--- src/rtl/mux_rr_arbiter_pkg.sv ---
// Shared constants for the round-robin mux arbiter.
// State encoding, requester count and hold-limit default.
package mux_rr_arbiter_pkg;

    localparam int unsigned NUM_REQ      = 4;
    localparam int unsigned MAX_HOLD_DEF = 4;

    localparam logic ST_IDLE = 1'b0;
    localparam logic ST_BUSY = 1'b1;

endpackage

--- src/rtl/mux_rr_arbiter_rr_priority_pick.sv ---
// Rotating-priority picker: first eligible requester at or after ptr.
// Eligible means req and mask both set; the search wraps 3 -> 0.
module rr_priority_pick
    import mux_rr_arbiter_pkg::*;
(
    input  logic [3:0] req,
    input  logic [1:0] ptr,
    input  logic [3:0] mask,
    output logic       found,
    output logic [1:0] idx
);

    logic [3:0] elig;
    logic [1:0] cand;

    assign elig = req & mask;

    always_comb begin
        found = 1'b0;
        idx   = 2'd0;
        cand  = 2'd0;
        for (int i = 0; i < NUM_REQ; i++) begin
            cand = ptr + 2'(i);
            if (!found && elig[cand]) begin
                found = 1'b1;
                idx   = cand;
            end
        end
    end

endmodule

--- src/rtl/mux_rr_arbiter.sv ---
// Round-robin arbiter driving a 4:1 mux select with a bounded hold time.
// The mux output is registered one cycle behind the grant.
module mux_rr_arbiter
    import mux_rr_arbiter_pkg::*;
#(
    parameter int unsigned MAX_HOLD = MAX_HOLD_DEF
) (
    input  logic       clk,
    input  logic       rst,
    input  logic [3:0] req,
    input  logic [3:0] din,
    output logic [3:0] gnt,
    output logic [1:0] sel,
    output logic       busy,
    output logic       y,
    output logic       y_vld
);

    localparam logic [3:0] HOLD_MAX = 4'(MAX_HOLD);

    logic       state_q, state_d;
    logic [1:0] ptr_q, ptr_d;
    logic [3:0] hold_q, hold_d;
    logic [3:0] gnt_q, gnt_d;
    logic [1:0] sel_q, sel_d;
    logic       y_q, yvld_q;

    logic [1:0] pick_ptr;
    logic [3:0] pick_mask;
    logic       pick_found;
    logic [1:0] pick_idx;
    logic       release_w, expire_w;

    // While busy, search after the owner and exclude it from the pick.
    assign pick_ptr  = (state_q == ST_BUSY) ? sel_q + 2'd1 : ptr_q;
    assign pick_mask = (state_q == ST_BUSY) ? ~gnt_q : 4'hF;

    rr_priority_pick u_pick (
        .req   (req),
        .ptr   (pick_ptr),
        .mask  (pick_mask),
        .found (pick_found),
        .idx   (pick_idx)
    );

    assign release_w = ~req[sel_q];
    assign expire_w  = hold_q >= HOLD_MAX;

    always_comb begin
        state_d = state_q;
        ptr_d   = ptr_q;
        hold_d  = hold_q;
        gnt_d   = gnt_q;
        sel_d   = sel_q;
        case (state_q)
            ST_IDLE: begin
                if (pick_found) begin
                    state_d = ST_BUSY;
                    gnt_d   = 4'd1 << pick_idx;
                    sel_d   = pick_idx;
                    ptr_d   = pick_idx + 2'd1;
                    hold_d  = 4'd1;
                end
            end
            default: begin
                if (release_w || expire_w) begin
                    if (pick_found) begin
                        gnt_d  = 4'd1 << pick_idx;
                        sel_d  = pick_idx;
                        ptr_d  = pick_idx + 2'd1;
                        hold_d = 4'd1;
                    end else if (release_w) begin
                        state_d = ST_IDLE;
                        gnt_d   = 4'd0;
                        sel_d   = 2'd0;
                        ptr_d   = sel_q + 2'd1;
                        hold_d  = 4'd0;
                    end else begin
                        hold_d = 4'd1;
                    end
                end else if (hold_q < HOLD_MAX) begin
                    hold_d = hold_q + 4'd1;
                end
            end
        endcase
    end

    always_ff @(posedge clk) begin
        if (rst) begin
            state_q <= ST_IDLE;
            ptr_q   <= 2'd0;
            hold_q  <= 4'd0;
            gnt_q   <= 4'd0;
            sel_q   <= 2'd0;
            y_q     <= 1'b0;
            yvld_q  <= 1'b0;
        end else begin
            state_q <= state_d;
            ptr_q   <= ptr_d;
            hold_q  <= hold_d;
            gnt_q   <= gnt_d;
            sel_q   <= sel_d;
            y_q     <= din[sel_q];
            yvld_q  <= (state_q == ST_BUSY);
        end
    end

    assign gnt   = gnt_q;
    assign sel   = sel_q;
    assign busy  = (state_q == ST_BUSY);
    assign y     = y_q;
    assign y_vld = yvld_q;

endmodule

--- config.mk ---
export PLATFORM = sky130hd
export DESIGN_NAME = mux_rr_arbiter
export DESIGN_NICKNAME = d
export VERILOG_FILES = /design/src/rtl/mux_rr_arbiter_pkg.sv /design/src/rtl/mux_rr_arbiter_rr_priority_pick.sv /design/src/rtl/mux_rr_arbiter.sv
export SDC_FILE = /design/constraint.sdc
export NUM_CORES = 1
export LEC_CHECK = 0
export CAP_MARGIN = 10
export CORE_MARGIN = 10
export CORE_UTILIZATION = 54
export CTS_BUF_LIST = sky130_fd_sc_hd__clkbuf_16
export DETAILED_ROUTE_END_ITERATION = 16
export PLACE_DENSITY = 0.83
export SLEW_MARGIN = 15
export SYNTH_ARGS = -nofsm -noshare
export SYNTH_HDL_FRONTEND = slang
export SYNTH_SLANG_ARGS = --single-unit
--- constraint.sdc ---
create_clock -name clk -period 6.15 [get_ports clk]
set_clock_uncertainty 0.15 [all_clocks]
set_input_delay 1.5375 -clock clk [delete_from_list [all_inputs] [get_ports clk]]
set_output_delay 1.5375 -clock clk [all_outputs]
set_load 0.02 [all_outputs]
; ---- Word-level counts from Yosys, hierarchy flattened
; Index checks and enable logic that the tools add are counted.
[word_totals]
register_bits = 15
input_bits = 10
out_inout_bits = 9
wordCells = 85
[classes]
add_sub_neg = 6
order_cmp = 7
n_eq_ne = 3
n_shift = 1
mux = 48
n_bitwise = 3
reduce_logical = 10
[ops]
columns = operator, count
row1 = $mux W4, 10
row2 = $mux W2, 15
row3 = $mux W1, 17
row4 = $lt A2 B3 Y1 const B, 5
row5 = $bmux W1 S2, 6
row6 = $add A2 B1 Y2 const B, 3
row7 = $add A2 B2 Y2 const B, 2
row8 = $add A4 B1 Y4 const B, 1
row9 = $and A4 B4 Y4, 1
row10 = $ge A4 B3 Y1 const B, 1
row11 = $lt A4 B3 Y1 const B, 1
row12 = $not A4 Y4, 1
row13 = $shl A1 B2 Y4 const A, 1
row14 = $logic_and A1 B1 Y1, 3
row15 = $logic_not A1 Y1, 3
row16 = $ne A3 B1 Y1 const B, 1
row17 = $ne A3 B3 Y1 const B, 1
row18 = $reduce_and A3 Y1, 1
row19 = $ne A2 B1 Y1 const B, 1
row20 = $reduce_and A2 Y1, 1
row21 = $reduce_bool A2 Y1, 1
row22 = $logic_or A1 B1 Y1, 1
row23 = $not A1 Y1, 1

; ---- Logic depth before layout (Yosys ltp)
; Gate-level depths: netlist (run 1).
[depth]
depth_word = 19
ltp_mapped = 10
mapped_depth_nobuf = 8

; ---- Hierarchy
; From an unflattened synthesis (run 1), not the netlist that was laid out.
[hier_totals]
hier_cells = 84
area_unflattened_um2 = 827.0
[modules_own_cells]
columns = mod, instances, cells_per_inst, area_per_inst_um2, seq_area_each_um2
row1 = mux_rr_arbiter, 1, 70, 730.7, 300.3
row2 = rr_priority_pick, 1, 14, 96.3, 0.0

; ---- Least setup slack after synthesis (run 1)
; OpenSTA, ideal clock, no wires.
[synth_timing]
path_kind = in2reg
start = input port req[1]
end = register ptr_q[1]
setup_ps = 132
arrival_ps = 2765
required_time_ps = 5868
path_slack_ps = 3103
stages = 7
path_buffers = 0
path_cell_list = a21boi_0 a21oi_1 a211o_1 and2_1 ha_1 o221ai_1 a21oi_1
[synth_between]
elab_chain_len = 17
elab_cells_between_ends = 36
cone_classes = add/sub: 1 / eq/ne: 2 / mux: 22 / bitwise: 2 / reduce/logical: 9
[synth_lines]
columns = item, line_no
row1 = from (decl), mux_rr_arbiter.sv:10  ; input logic [3:0] req,
row2 = $and A4 B4 Y4, mux_rr_arbiter_rr_priority_pick.sv:16  ; assign elig = req & mask;
row3 = $bmux W1 S2, mux_rr_arbiter_rr_priority_pick.sv:24  ; if (!found && elig[cand]) begin
row4 = $mux W1 (not written as such), mux_rr_arbiter_rr_priority_pick.sv:24
row5 = $mux W1, mux_rr_arbiter_rr_priority_pick.sv:24
row6 = $logic_not A1 Y1, mux_rr_arbiter_rr_priority_pick.sv:24
row7 = $logic_and A1 B1 Y1, mux_rr_arbiter_rr_priority_pick.sv:24
row8 = $mux W1, mux_rr_arbiter_rr_priority_pick.sv:24
row9 = $logic_not A1 Y1, mux_rr_arbiter_rr_priority_pick.sv:24
row10 = $logic_and A1 B1 Y1, mux_rr_arbiter_rr_priority_pick.sv:24
row11 = $mux W1, mux_rr_arbiter_rr_priority_pick.sv:24
row12 = $logic_not A1 Y1, mux_rr_arbiter_rr_priority_pick.sv:24
row13 = $logic_and A1 B1 Y1, mux_rr_arbiter_rr_priority_pick.sv:24
row14 = $mux W2, mux_rr_arbiter_rr_priority_pick.sv:24
row15 = $add A2 B1 Y2, "mux_rr_arbiter.sv:61, mux_rr_arbiter.sv:70"
row16 = $mux W2, mux_rr_arbiter.sv:67  ; if (pick_found) begin
row17 = $mux W2, mux_rr_arbiter.sv:66  ; if (release_w || expire_w) begin
row18 = $mux W2, mux_rr_arbiter.sv:55  ; case (state_q)
row19 = to (signal assigned), mux_rr_arbiter.sv:99  ; ptr_q <= ptr_d;
row20 = to (decl), mux_rr_arbiter.sv:22  ; logic [1:0] ptr_q, ptr_d;
; Parallel ways exist; a longest one is shown, timed or not. The select of a mux whose other input is x is not followed.
; A chain may end at the register's enable or synchronous reset.

; ---- Final worst setup path (run 1)
; Same ends and word-level chain as after synthesis.

==> impl_metrics.csv, run 1 <==
group,metric,value,unit
timing,rsz0062_at_grt,"false",
detailed_routing,ant_nets,0,
floorplan,rows,15,
timing,setup_viol,0,
detailed_routing,avgViaCountPerCell,6.17,
clock_network,clk_pin_slew,0.05,ns
floorplan,die_h,62.5,µm
timing,min_period,3.60,ns
timing,hold_slack,0.362,ns
placed_design,pre_cts_slack,2.36,ns
cells_and_area,n_fill_cell,140,
placed_design,port_buffers,18,
cells_and_area,layout_common_cells,"clkdlybuf4s50_1, dfxtp_1, nor2_1",
global_route,grt_pass1_wl,4470,µm
detailed_routing,route.detailed.drc,0,
power,total_leakage_power,0.509,nW
timing,setup_ws,2.55,ns
synthesis,yosysSeqAreaShare,30.8,%
synthesis,synth_top_family_by_area,"compound AO/OA/AOI/OAI gates",
placed_design,routabilityCongestion,0.904,
clock_network,cts_made_buffers,3,
timing,max_slew.worst_pin.slew,0.739,ns
timing,final_hold_viol_count,0,
flow_run,drv_cap,0,
clock_network,clk_path_buf_depth,2,
detailed_routing,finalWirelength,2660,µm
power,p_int,0.000257,W
setup_path,crit_path_end_kind,"flop",
clock_network,clock-sinks,15,
synthesis,synth_area,976,µm²
power,seq_power_share,33.2,%
floorplan,coreArea,1730,µm²
cells_and_area,num-nets-final,147,
detailed_routing,drt_pass1_iterations,4,
setup_path,crit_required,6.11,ns
power,pwr-share-comb,32.8,%
cells_and_area,final_layout_size_suffix_gt1_share,6.87,%
global_route,grt_remaining_overflow,0,
detailed_routing,post_drt_wl_per_cell,17.1,µm
clock_network,ctsResizeCount,0,
timing,tns,0,ns
clock_network,clock_latency,0.25,ns
setup_path,arrival,3.56,ns
synthesis,yosysUniqueCellTypes,40,
clock_network,post-cts-setup-buffer-count,0,
global_route,grt_max_degree,24,
setup_path,r2r_setup_slack,3.52,ns
cells_and_area,seq_area,300,µm²
setup_path,critPathMaxFanout,4,
setup_path,cp-start-kind,"primary input",
worst_hold_path,hold_class,"flop to flop",
clock_network,cts_root_buf,"clkbuf_16",
timing,finalCritPeriodShare,58.5,%
cells_and_area,final_common_cell,"clkdlybuf4s50_1",
clock_network,ctsHoldBuffers,0,
synthesis,synth_area_per_cell,8.56,µm²
detailed_routing,drt_first_iter_violations,56,
power,vdd_drop_max,0.233,mV
cells_and_area,final_area,1230,µm²
cells_and_area,fin_util,71.3,%
global_route,antenna_found_initial,0,
synthesis,synth_fp_nets,129,
synthesis,ys_warn_count,0,
clock_network,htree_levels,1,
power,clockPowerShare,34.1,%
floorplan,initial_core_util,56.5,%
cells_and_area,multiInputGateArea,614,µm²
floorplan,num_io_pins,19,
placed_design,hpwl,1950,µm
floorplan,die_x,62.5,µm
detailed_routing,vias,962,
synthesis,synthXorXnorAreaFrac,0.897,%
synthesis,synthSimpleGateAreaFrac,24.4,%
synthesis,synth_mux_area_share,5.00,%
global_route,gr-usage-all-layers,13.6,%
floorplan,die_area,3910,µm²
placed_design,postPlaceCellArea,1150,µm²
power,netSwitchingFraction,33.1,%
synthesis,syn_inst,114,
timing,slew_violations,0,
cells_and_area,diodes,0,
power,power.density,312,nW/µm²
clock_network,cts_tree,"yes",
synthesis,synth_seq_cells,15,
setup_path,crit_type,"primary input to flop",
global_route,grt_pass1_vias,928,
status,status,"finished clean",
synthesis,synth_compound_area_share,26.3,%
timing,max_freq,278,MHz
power,power_switching,0.000127,W
synthesis,synthAdderAreaFrac,6.41,%
timing,max_slew_margin,50.7,%
cells_and_area,area_growth,26.2,%
[per-layer routing]
layer,share of wire (%),vias to the layer above,GRT usage [%]
li1,-,454,-
met1,42,451,15.8
met2,48,53,23.3
met3,9.5,4,3.41
met4,1.1,0,4.75
met5,0,-,0
[worst max-delay path: stages]
cell and delay, ns:
clkdlybuf4s50_1 0.53, a21boi_0 0.32, a21oi_1 0.08, a211o_1 0.34
and2_1 0.20, ha_1 0.28, o221ai_1 0.17, a21oi_1 0.10
[stage by stage]
step / total power, W / std cells
floorplan: 0.000212 / 114
finish: 0.000384 / 156
detailed placement: 0.000251 / 152
CTS: 0.000381 / 156
global placement: 0.000246 / 152
global route: 0.000401 / 156
[registers in the layout, indices dropped and copies added, names as in the netlist]
signal / flops
sel: 2
gnt: 4
busy: 1
ptr_q: 2
y: 1
hold_q: 4
y_vld: 1
[synthesized netlist by cell type]
| library cell | n | area share (%) |
|---|---|---|
| a221oi_1 | 1 | 0.90 |
| nand4_1 | 2 | 1.3 |
| mux4_2 | 1 | 2.3 |
| o211a_1 | 2 | 2.1 |
| and3b_1 | 1 | 0.90 |
| buf_4 | 1 | 0.77 |
| a21boi_0 | 1 | 0.77 |
| ha_1 | 5 | 6.4 |
| nand2_1 | 9 | 3.5 |
| and3_1 | 2 | 1.3 |
| buf_2 | 1 | 0.51 |
| a211o_1 | 1 | 0.90 |
| nand2b_1 | 4 | 2.6 |
| a41o_1 | 1 | 1.0 |
| dfxtp_1 | 15 | 31 |
| and2_1 | 3 | 1.9 |
| nand3b_1 | 2 | 1.5 |
| o221a_2 | 1 | 1.2 |
| o41ai_2 | 1 | 1.7 |
| nor3_1 | 1 | 0.51 |
| o221ai_1 | 3 | 2.7 |
| o311ai_0 | 1 | 0.90 |
| o21ai_1 | 1 | 0.51 |
| a21oi_1 | 9 | 4.6 |
| nor2_1 | 13 | 5.0 |
| a21o_1 | 1 | 0.77 |
| o211ai_1 | 4 | 3.1 |
| and4_1 | 1 | 0.90 |
| xnor2_1 | 1 | 0.90 |
| a22oi_1 | 2 | 1.5 |
| nand2b_4 | 1 | 1.4 |
| nand3_1 | 7 | 3.6 |
| o21ai_0 | 2 | 1.0 |
| a21bo_2 | 1 | 1.0 |
| inv_1 | 6 | 2.3 |
| o21a_1 | 1 | 0.77 |
| mux4_1 | 1 | 2.7 |
| clkbuf_1 | 1 | 0.38 |
| buf_6 | 2 | 2.3 |
| a22o_1 | 1 | 0.90 |
[final cells by class]
class                   count  area share (%)
multi-input cells          88            49.9
flip-flops and latches     15            24.4
repair buffers             18            14.6
clock buffers               3            6.10
well taps                  25            2.54
inverters                   6            1.83
clock inverters             1           0.610
[cell families (layout without fill, tap and decap cells)]
| family | after synthesis | count (layout) |
|---|---|---|
| AOI/OAI and AO/OA | 34 | 34 |
| xor gates and xnor gates | 1 | 1 |
| adders and majority gates | 5 | 5 |
| buffers and inverters | 11 | 28 |
| DFF | 15 | 15 |
| muxes | 2 | 2 |
| and+or+nand+nor | 46 | 46 |
[final timing paths]
| kind | to | start | cells past startpoint |
|---|---|---|---|
| worst min register to register | hold_q[3] | hold_q[3] | 1 |
| worst max-delay path | ptr_q[1] | req[1] | 8 |
| worst max register to register | ptr_q[1] | busy | 7 |
| worst min-delay path | hold_q[3] | hold_q[3] | 1 |
[power by group through the flow]
stage               logic (W)  clock network (W)  registers [W]
global placement     0.000118                  0       0.000128
CTS                  0.000125           0.000129       0.000127
global route         0.000136           0.000136       0.000129
detailed placement   0.000122                  0       0.000129
floorplan           0.0000805                  0       0.000131
finish               0.000126           0.000131       0.000127
Note: power is estimated with default switching activity, not from simulation.
==> run 2, diff against run 1 <==
--- a/config.mk
+++ b/config.mk
@@ -7,10 +7,10 @@
 export LEC_CHECK = 0
 export CAP_MARGIN = 10
 export CORE_MARGIN = 10
-export CORE_UTILIZATION = 54
+export CORE_UTILIZATION = 45
 export CTS_BUF_LIST = sky130_fd_sc_hd__clkbuf_16
 export DETAILED_ROUTE_END_ITERATION = 16
-export PLACE_DENSITY = 0.83
+export PLACE_DENSITY = 0.74
 export SLEW_MARGIN = 15
 export SYNTH_ARGS = -nofsm -noshare
 export SYNTH_HDL_FRONTEND = slang
==> constraint.sdc (replaced) <==
create_clock -name clk -period 3.1 [get_ports clk]
set_clock_uncertainty 0.15 [all_clocks]
set_input_delay 0.775 -clock clk [delete_from_list [all_inputs] [get_ports clk]]
set_output_delay 0.775 -clock clk [all_outputs]
set_load 0.02 [all_outputs]
==> impl_metrics.csv, run 2 (synthesis results as in run 1) <==
group,metric,value,unit
placed_design,port_buffers,18,
cells_and_area,n_fill_cell,176,
timing,max_slew.worst_pin.slew,0.614,ns
cells_and_area,num-nets-final,150,
detailed_routing,wl_met3,192,µm
worst_hold_path,hold_class,"flop to flop",
cells_and_area,area_growth,28.3,%
timing,setup_ws,0.377,ns
clock_network,htree_levels,1,
clock_network,post-cts-setup-buffer-count,0,
cells_and_area,final_common_cell,"clkdlybuf4s50_1",
setup_path,crit_type,"primary input to flop",
cells_and_area,layout_common_cells,"clkdlybuf4s50_1, dfxtp_1, nor2_1",
detailed_routing,avgViaCountPerCell,5.89,
power,power.density,593,nW/µm²
clock_network,cts_made_buffers,3,
flow_run,drv_cap,0,
setup_path,crit_path_end_kind,"flop",
floorplan,die_h,66.6,µm
setup_path,crit_path_max_incr_delay,0.51,ns
detailed_routing,finalWirelength,2560,µm
placed_design,hpwl,1950,µm
power,clockPowerShare,32.7,%
setup_path,critPathBufInv,1,
clock_network,clock_latency,0.24,ns
timing,final_hold_viol_count,0,
global_route,grt_remaining_overflow,0,
floorplan,rows,16,
clock_network,clock-sinks,15,
global_route,grt_pass1_vias,924,
detailed_routing,drt_first_iter_violations,88,
timing,rsz0062_at_grt,"false",
timing,tns,0,ns
timing,slew_violations,0,
power,pwr-share-comb,33.6,%
detailed_routing,top_layer,"met4",
detailed_routing,drt_pass1_iterations,4,
clock_network,clk_pin_slew,0.05,ns
clock_network,clk_path_buf_depth,2,
placed_design,routabilityCongestion,0.879,
setup_path,cp_top_family,"compound AO/OA/AOI/OAI gates",
clock_network,cts_tree,"yes",
timing,max_freq,367,MHz
timing,finalCritPeriodShare,87.8,%
floorplan,coreArea,2000,µm²
floorplan,num_io_pins,19,
setup_path,critPathMaxFanout,4,
global_route,grt_max_degree,15,
timing,max_slew_margin,58.8,%
power,netSwitchingFraction,31.5,%
setup_path,cp-start-kind,"primary input",
status,status,"finished clean",
clock_network,ctsHoldBuffers,0,
floorplan,initial_core_util,48.8,%
setup_path,crit_path_top_delay_cell,"clkdlybuf4s50_1",
setup_path,worstPathCellList,"clkdlybuf4s50_1, a21boi_0, a21oi_1, a211o_1, and2_1, ha_1, o221ai_1, a21oi_1",
power,power_switching,0.000234,W
power,vdd_drop_max,0.385,mV
setup_path,crit_required,3.08,ns
floorplan,die_area,4430,µm²
timing,min_period,2.72,ns
floorplan,die_x,66.6,µm
power,total_leakage_power,0.528,nW
detailed_routing,ant_nets,0,
detailed_routing,post_drt_wl_per_cell,15.9,µm
power,seq_power_share,33.7,%
cells_and_area,diodes,0,
setup_path,arrival,2.70,ns
power,p_int,0.000509,W
global_route,antenna_found_initial,0,
timing,setup_viol,0,
placed_design,pre_cts_slack,0.151,ns
setup_path,cpMostUsedCell,"a21oi_1",
detailed_routing,route.detailed.drc,0,
detailed_routing,drt-met1-wl,1140,µm
global_route,grt_pass1_wl,4220,µm
clock_network,cts_root_buf,"clkbuf_16",
global_route,gr-usage-all-layers,12.1,%
detailed_routing,wl_met2,1190,µm
detailed_routing,vias,949,
clock_network,ctsResizeCount,0,
cells_and_area,final_layout_size_suffix_gt1_share,8.21,%
[run 2: cell count changes in the layout (fill, tap and decap cells not counted)]
cell | previous run | this run
buf_4 | 0 | 3
clkinvlp_4 | 1 | 0
inv_1 | 6 | 7
[run 2: power by group through the flow]
stage | combinational (W) | sequential [W] | clock, W
global route | 0.000276 | 0.000254 | 0.000257
finish | 0.000249 | 0.000250 | 0.000243
global placement | 0.000242 | 0.000252 | 0
detailed placement | 0.000246 | 0.000253 | 0
floorplan | 0.000160 | 0.000260 | 0
CTS | 0.000249 | 0.000250 | 0.000251
[run 2: area by class of cell]
type                    count  area [µm²]  area share, %
well taps                  27        33.8           2.70
repair buffers             21         203           16.2
multi-input cells          88         614           49.1
inverters                   6        22.5           1.80
flip-flops and latches     15         300           24.0
clock buffers               3        75.1           5.99
clock inverters             1        3.75          0.300
[run 2: worst register-to-register path, cell delays in order (launching register included)]
cell and delay, ns:
dfxtp_1 0.52, buf_4 0.25, a21boi_0 0.15, nand3b_1 0.20, a21bo_2 0.20, o211a_1 0.20
ha_1 0.32, o221ai_1 0.15, a21oi_1 0.09
[run 2: metrics by stage]
stage	hold WS [ns]	area, µm²	util, %	instances	total power, W
finish	0.331	1250	62.6	161	0.000743
global route	0.364	1250	62.6	161	0.000787
CTS	0.332	1250	62.6	161	0.000749
detailed placement	0.321	1170	58.6	157	0.000499
global placement	0.323	1170	58.6	157	0.000494
floorplan	0.304	976	-	114	0.000420
[run 2: metal layers]
metal / track usage (%) / vias up
met4: 4.71 / 0
met2: 19.7 / 28
met3: 4.01 / 7
met1: 14.2 / 448
li1: - / 466
met5: 0 / -
[run 2: final timing paths]
check / startpoint / endpoint / slack, ns / cells past startpoint
worst min register to register: hold_q[3] / hold_q[3] / 0.33 / 1
worst max-delay path: req[1] / ptr_q[1] / 0.38 / 8
worst min-delay path: hold_q[3] / hold_q[3] / 0.33 / 1
worst max register to register: busy / ptr_q[1] / 0.77 / 8
